## src/rtl/nn_image_pkg.sv

```systemverilog
// -----------------------------------------------------------------------------
// nn_image_pkg
// Constants shared by the image memory write side (image_memory_writer), the
// NN read side and the VGA grid renderer.
//   IMG_W / IMG_PIXELS : square drawing grid geometry
//   PIXEL_ON_WORD      : Q16.16 value stored for an inked pixel
//   ST_*               : writer FSM state encoding
//   coord_t            : 6-bit (x,y) pair; one spare bit so that a neighbour
//                        stepping off the grid stays detectably out of range
//   brush_coord()      : plus-shaped brush slot -> pixel coordinate
// -----------------------------------------------------------------------------
package nn_image_pkg;

    localparam int          IMG_W         = 28;
    localparam int          IMG_PIXELS    = IMG_W * IMG_W;   // 784
    localparam logic [31:0] PIXEL_ON_WORD = 32'h0001_0000;

    localparam logic [1:0] ST_IDLE  = 2'd0;
    localparam logic [1:0] ST_PAINT = 2'd1;
    localparam logic [1:0] ST_CLEAR = 2'd2;

    localparam int          BRUSH_SLOTS = 5;
    localparam logic [2:0]  BRUSH_LAST  = 3'(BRUSH_SLOTS - 1);

    typedef struct packed {
        logic [5:0] x;
        logic [5:0] y;
    } coord_t;

    // Slot order: centre, left, right, up, down. Stepping left from column 0
    // wraps to 63 and stepping right from 31 gives 32, both outside the grid,
    // so the range check downstream catches every off-grid neighbour.
    function automatic coord_t brush_coord(input logic [4:0] x,
                                           input logic [4:0] y,
                                           input logic [2:0] slot);
        coord_t c;
        c.x = {1'b0, x};
        c.y = {1'b0, y};
        case (slot)
            3'd1:    c.x = c.x - 6'd1;
            3'd2:    c.x = c.x + 6'd1;
            3'd3:    c.y = c.y - 6'd1;
            3'd4:    c.y = c.y + 6'd1;
            default: c   = c;
        endcase
        return c;
    endfunction

endpackage

```

## src/rtl/image_addr_calc.sv

```systemverilog
// -----------------------------------------------------------------------------
// image_addr_calc
// Combinational (x,y) -> linear image address, shared with the VGA renderer.
//   x_i, y_i    : 6-bit coordinates (bit 5 set means off-grid)
//   addr_o      : y*28 + x, 10 bits, exact for all 5-bit inputs (max 899)
//   in_range_o  : both coordinates inside 0..IMG_W-1
// -----------------------------------------------------------------------------
module image_addr_calc #(
    parameter int IMG_W = 28
) (
    input  logic [5:0] x_i,
    input  logic [5:0] y_i,
    output logic [9:0] addr_o,
    output logic       in_range_o
);

    logic [9:0] x_ext;
    logic [9:0] y_ext;

    assign x_ext = {5'b0, x_i[4:0]};
    assign y_ext = {5'b0, y_i[4:0]};

    // 28 = 16 + 8 + 4, so the multiply collapses to three shifted adds.
    assign addr_o = (y_ext << 4) + (y_ext << 3) + (y_ext << 2) + x_ext;

    assign in_range_o = (x_i < 6'(IMG_W)) && (y_i < 6'(IMG_W));

endmodule

```

## src/rtl/image_memory_writer.sv

```systemverilog
// -----------------------------------------------------------------------------
// image_memory_writer
// Write-side controller of the 28x28 image memory read by the NN.
//   clk, reset          : clock, asynchronous active-high reset
//   cmd_valid/cmd_ready : brush command handshake (cmd_x, cmd_y, cmd_erase)
//   clear_req           : pulse requesting a full-image clear
//   wr_en/wr_addr/wr_data : registered memory write port
//   busy                : PAINT or CLEAR in progress
//   image_ready         : idle with no pending clear; NN may start
//   cmd_err             : one-cycle pulse after accepting an off-grid command
// A command paints a plus-shaped brush in exactly five cycles; off-grid slots
// keep their cycle with wr_en low so brush timing never varies. A clear sweeps
// all pixels with zero, one per cycle. Clear requests arriving while busy are
// collapsed into one pending flag served right after the current operation.
// -----------------------------------------------------------------------------
module image_memory_writer
    import nn_image_pkg::*;
#(
    parameter int                IMG_W          = nn_image_pkg::IMG_W,
    parameter int                ADDR_W         = 16,
    parameter int                DATA_W         = 32,
    parameter logic [DATA_W-1:0] PIXEL_ON       = nn_image_pkg::PIXEL_ON_WORD,
    parameter bit                CLEAR_ON_RESET = 1'b1
) (
    input  logic              clk,
    input  logic              reset,
    input  logic              cmd_valid,
    output logic              cmd_ready,
    input  logic [4:0]        cmd_x,
    input  logic [4:0]        cmd_y,
    input  logic              cmd_erase,
    input  logic              clear_req,
    output logic              wr_en,
    output logic [ADDR_W-1:0] wr_addr,
    output logic [DATA_W-1:0] wr_data,
    output logic              busy,
    output logic              image_ready,
    output logic              cmd_err
);

    // Value of the clear counter once the last pixel has been issued.
    localparam logic [9:0] CLR_END     = 10'(IMG_W * IMG_W);
    localparam logic [1:0] RESET_STATE = CLEAR_ON_RESET ? ST_CLEAR : ST_IDLE;

    logic [1:0]        state_q,   state_d;
    logic [2:0]        slot_q,    slot_d;
    logic [4:0]        x_q,       x_d;
    logic [4:0]        y_q,       y_d;
    logic              erase_q,   erase_d;
    logic              bad_q,     bad_d;
    logic              pending_q, pending_d;
    logic [9:0]        clr_cnt_q, clr_cnt_d;
    logic              wr_en_q,   wr_en_d;
    logic [ADDR_W-1:0] wr_addr_q, wr_addr_d;
    logic [DATA_W-1:0] wr_data_q, wr_data_d;
    logic              cmd_err_q, cmd_err_d;

    logic              launch_clear;
    logic              clear_wanted;
    logic [DATA_W-1:0] brush_data;
    coord_t            calc_in;
    logic [9:0]        calc_addr;
    logic              calc_in_range;

    // ---------------------------------------------------------------------
    // One address calculator serves both the handshake cycle (centre taken
    // straight from the command inputs) and the remaining brush slots
    // (neighbour of the latched centre for the slot about to be issued).
    // ---------------------------------------------------------------------
    always_comb begin
        calc_in = '0;
        if (state_q == ST_IDLE) begin
            calc_in.x = {1'b0, cmd_x};
            calc_in.y = {1'b0, cmd_y};
        end else begin
            calc_in = brush_coord(x_q, y_q, slot_q + 3'd1);
        end
    end

    image_addr_calc #(
        .IMG_W (IMG_W)
    ) u_addr_calc (
        .x_i        (calc_in.x),
        .y_i        (calc_in.y),
        .addr_o     (calc_addr),
        .in_range_o (calc_in_range)
    );

    // Status outputs are decoded from state so they agree with it exactly.
    // A clear request in IDLE takes priority, so the command is refused.
    assign cmd_ready   = (state_q == ST_IDLE) && !clear_req && !pending_q;
    assign busy        = (state_q != ST_IDLE);
    assign image_ready = (state_q == ST_IDLE) && !pending_q;

    assign clear_wanted = clear_req || pending_q;
    assign brush_data   = erase_q ? '0 : PIXEL_ON;

    always_comb begin
        state_d      = state_q;
        slot_d       = slot_q;
        x_d          = x_q;
        y_d          = y_q;
        erase_d      = erase_q;
        bad_d        = bad_q;
        pending_d    = pending_q;
        clr_cnt_d    = clr_cnt_q;
        wr_en_d      = 1'b0;
        wr_addr_d    = wr_addr_q;
        wr_data_d    = wr_data_q;
        cmd_err_d    = 1'b0;
        launch_clear = 1'b0;

        case (state_q)
            ST_IDLE: begin
                if (clear_wanted) begin
                    launch_clear = 1'b1;
                end else if (cmd_valid) begin
                    // Centre slot is issued on the handshake edge itself.
                    state_d   = ST_PAINT;
                    slot_d    = 3'd0;
                    x_d       = cmd_x;
                    y_d       = cmd_y;
                    erase_d   = cmd_erase;
                    bad_d     = !calc_in_range;
                    cmd_err_d = !calc_in_range;
                    wr_en_d   = calc_in_range;
                    wr_addr_d = {{(ADDR_W-10){1'b0}}, calc_addr};
                    wr_data_d = cmd_erase ? '0 : PIXEL_ON;
                end
            end

            ST_PAINT: begin
                pending_d = clear_wanted;
                if (slot_q == BRUSH_LAST) begin
                    if (clear_wanted) begin
                        launch_clear = 1'b1;
                    end else begin
                        state_d = ST_IDLE;
                    end
                end else begin
                    // An off-grid command suppresses every slot, including
                    // neighbours that happen to fall back onto the grid.
                    slot_d    = slot_q + 3'd1;
                    wr_en_d   = calc_in_range && !bad_q;
                    wr_addr_d = {{(ADDR_W-10){1'b0}}, calc_addr};
                    wr_data_d = brush_data;
                end
            end

            ST_CLEAR: begin
                pending_d = clear_wanted;
                if (clr_cnt_q == CLR_END) begin
                    // A request seen during the sweep restarts it once.
                    if (clear_wanted) begin
                        launch_clear = 1'b1;
                    end else begin
                        state_d = ST_IDLE;
                    end
                end else begin
                    wr_en_d   = 1'b1;
                    wr_addr_d = {{(ADDR_W-10){1'b0}}, clr_cnt_q};
                    wr_data_d = '0;
                    clr_cnt_d = clr_cnt_q + 10'd1;
                end
            end

            default: begin
                state_d = ST_IDLE;
            end
        endcase

        // Starting a clear issues address 0 on the same edge, so a clear
        // that follows a brush begins on the very next cycle.
        if (launch_clear) begin
            state_d   = ST_CLEAR;
            pending_d = 1'b0;
            clr_cnt_d = 10'd1;
            wr_en_d   = 1'b1;
            wr_addr_d = '0;
            wr_data_d = '0;
        end
    end

    always_ff @(posedge clk or posedge reset) begin
        if (reset) begin
            state_q   <= RESET_STATE;
            slot_q    <= 3'd0;
            x_q       <= 5'd0;
            y_q       <= 5'd0;
            erase_q   <= 1'b0;
            bad_q     <= 1'b0;
            pending_q <= 1'b0;
            clr_cnt_q <= 10'd0;
            wr_en_q   <= 1'b0;
            wr_addr_q <= '0;
            wr_data_q <= '0;
            cmd_err_q <= 1'b0;
        end else begin
            state_q   <= state_d;
            slot_q    <= slot_d;
            x_q       <= x_d;
            y_q       <= y_d;
            erase_q   <= erase_d;
            bad_q     <= bad_d;
            pending_q <= pending_d;
            clr_cnt_q <= clr_cnt_d;
            wr_en_q   <= wr_en_d;
            wr_addr_q <= wr_addr_d;
            wr_data_q <= wr_data_d;
            cmd_err_q <= cmd_err_d;
        end
    end

    assign wr_en   = wr_en_q;
    assign wr_addr = wr_addr_q;
    assign wr_data = wr_data_q;
    assign cmd_err = cmd_err_q;

endmodule

```

## config.mk

```make
export PLATFORM = sky130hd
export DESIGN_NAME = image_memory_writer
export DESIGN_NICKNAME = d
export VERILOG_FILES = /design/src/rtl/nn_image_pkg.sv /design/src/rtl/image_addr_calc.sv /design/src/rtl/image_memory_writer.sv
export SDC_FILE = /design/constraint.sdc
export NUM_CORES = 1
export LEC_CHECK = 0
export BUFFER_PORTS_ARGS = -buffer_cell sky130_fd_sc_hd__buf_2
export CAP_MARGIN = 40
export CORE_MARGIN = 3
export CORE_UTILIZATION = 45
export CTS_CLUSTER_DIAMETER = 100
export DETAILED_ROUTE_END_ITERATION = 7
export PLACE_DENSITY_LB_ADDON = 0.12
export SYNTH_ARGS = -nofsm -noshare
export SYNTH_HDL_FRONTEND = slang
export SYNTH_HIERARCHICAL = 1
export SYNTH_SLANG_ARGS = --single-unit
```

## constraint.sdc

```tcl
create_clock -name clk -period 9.8 [get_ports clk]
set_input_delay 1.96 -clock clk [delete_from_list [all_inputs] [get_ports clk]]
set_output_delay 1.96 -clock clk [all_outputs]
set_load 0.05 [all_outputs]
```

==> qor.txt <==
Status: complete, no violations
Drt drc: 0
Sequential cell area: 1030 um2
Clk slew on worst S/H paths: 0.09 ns
Worst hold path class: reg -> reg
Area of the core: 7450 um2
First DRT Iteration DRCs: 64
Ant. Diodes: 0
IO Port Bufs: 30
Setup Skew: 0.00709 ns
Number of setup violations in the final report: 0
Routed WL: 7.37 mm
Grt met3 use: 2.55%
Clk root buf: clkbuf_8
Total Routing Usage GR: 17.8%
Crit end category: flip-flop
Area Overhead vs Synth: 4.49%
Die H: 94.7 um
Sequential area share after synthesis: 29.0%
Minimum clock period: 5.34 ns
Worst endpoint required time: 10.02 ns
Post-synth EDFFs: 0
Crit Path Class: reg -> reg
First-pass GRT wire length: 12.6 mm
RSZ-0062 raised after global routing: false
Top Usage Layer GRT: met2
Avg WL per Cell: 14.6 um
Synth area leaders: dfrtp_1, ha_1, buf_4, fa_1, mux2i_1
Multi-input logic area: 2180 um2
Vias in the first global route: 2,510
Die W: 94.7 um
Cell taking the most area after synthesis: dfrtp_1
CTS buffer count: 5
Initial antenna violation count: 0
Mapped cell area: 3540 um2
Worst setup SP type: flip-flop
Prevailing post-synth register cell: dfrtp_1
Clk_lat worst skew: 0.30 ns
Synth cell types: 59
Fin Setup TNS: 0 ns
Grt ovf: 0
Crit-path max FO: 6
Layout cells sized above 1: 13.3%
Clock sink count: 41
FFs w/ async S/R, synth: 100%
Clk buf depth: 2
Syn Area/Cell: 9.24 um2
CTS tree: done
Worst rel slew slack: 36.8%
Largest net degree at the start of global routing: 42
Slew Viols, Final: 0
Die ar.: 8960 um2
Met1 global-route usage: 25.4%
Synthesized instance count: 383
PostCTS Resize Cnt: 0
Flops & latches, synth: 41
Vias per inst: 5.07
Initial Util: 47.5%
Least-Margin Pin Slew: 0.947 ns
Core Rows: 31
Final hold vios: 0
Routed Antenna Nets: 0
I/O pin cnt: 68
Tcrit/Tclk final: 54.5%
Layout Nets: 460
Synth top area share: 28.3%
Post-CTS Setup Bufs: 0
Htree depth: 2
CP arrival: 5.56 ns
TritonRoute pass-1 iters: 4
Hold buffers post-CTS: 0
Vias: 2,556
Fmax: 187 MHz
GR Util met2: 28.2%
Fill cells: 743
GPL Wtd Cong: 0.762
Yosys Warn Count: 6
Max-cap viol count: 0
DPL Wire Length: 5.52 mm
## sequential cells by signal, indices dropped and copies added (netlist names)
register   count
slot_q         3
clr_cnt_q     10
y_q            5
erase_q        1
wr_data        1
wr_addr       10
x_q            5
bad_q          1
state_q        2
wr_en          1
cmd_err        1
pending_q      1
## path summary, 6_finish.rpt
kind                       depth (start not counted)  slack (ns)             startpoint                      to
min in group asynchronous                          3        1.76                  reset      y_q[1]$_DFFE_PP0P_
min                                                1        0.51      bad_q$_DFFE_PP0P_       bad_q$_DFFE_PP0P_
max in group asynchronous                          3        7.64                  reset  state_q[1]$_DFFE_PP1P_
max                                               19        4.46  slot_q[1]$_DFFE_PP0P_  wr_addr[8]$_DFFE_PP0P_
min reg2reg                                        1        0.51      bad_q$_DFFE_PP0P_       bad_q$_DFFE_PP0P_
max reg2reg                                       19        4.46  slot_q[1]$_DFFE_PP0P_  wr_addr[8]$_DFFE_PP0P_
## cell usage in the layout, fill, tap and decap left out, types with 7 or more instances in the layout
cell type  instances
inv_1             27
nor2_1            19
a211oi_1          16
fa_1               9
conb_1            37
ha_1              32
nand2_1           42
xor2_1            11
buf_2             30
a21oi_1           27
a21o_1             7
o21ai_0           10
dfrtp_1           40
mux2i_1           18
## worst max-delay path, cell delays in order (launching register included)
cell	delay [ns]
dfrtp_1	0.45
ha_1	0.30
xnor2_4	0.27
nand2_1	0.23
fa_1	0.46
a21o_1	0.18
a21oi_1	0.20
xor2_1	0.09
o31ai_1	0.35
inv_1	0.12
fa_1	0.52
fa_1	0.52
inv_1	0.04
ha_1	0.24
fa_1	0.41
a21o_2	0.23
a21oi_1	0.18
xnor2_1	0.14
mux2i_1	0.09
a211oi_1	0.24
## layout make-up
class	count	area share, %
Multi-Input combinational cell	297	58.8
Inverter	27	2.74
Clock inverter	2	0.372
Clock buffer	6	2.23
Sequential cell	41	27.8
Tap cell	99	3.35
Timing Repair Buffer	32	4.67
## kinds of logic (layout without fill, tap and decap cells)
family / Yosys count / after routing / synth area share [%]
buffers and inverters: 81 / 67 / 13.3
AND/OR/NAND/NOR: 93 / 93 / 13.1
other: 1 / 37 / 0.106
AO/OA/AOI/OAI: 88 / 88 / 17.0
XOR/XNOR: 18 / 18 / 4.99
adder cells (fa/ha/maj): 41 / 41 / 16.4
multiplexers: 20 / 20 / 6.05
flip-flops: 41 / 41 / 29.0
## Yosys cell counts, drive strengths merged, types with 8 or more instances
cell,number
buf,45
nand2,42
dfrtp,40
ha,32
a21oi,27
inv,27
mux2i,19
nor2,19
a211oi,16
o21ai,12
xor2,11
clkbuf,9
fa,9
a21o,8
## layer usage
metal / share of wire, % / routed length [um]
met5: 0 / 0
met4: 1.4 / 102
met3: 3.4 / 251
met2: 46 / 3410
met1: 49 / 3600
## through the flow
stage	util (%)	std cells	setup WS [ns]	instance area (um2)	hold slack (ns)
6_report	49.6	504	4.46	3700	0.508
5_1_grt	49.6	504	4.07	3700	0.525
4_1_cts	49.6	504	4.45	3700	0.506
3_5_place_dp	48.4	496	4.50	3600	0.478
3_3_place_gp	48.2	495	4.50	3590	0.467
2_1_floorplan	-	419	4.80	3670	0.444
Power is not shown: default switching activity piles up to over one toggle a cycle in this logic, so the estimate is an artifact.
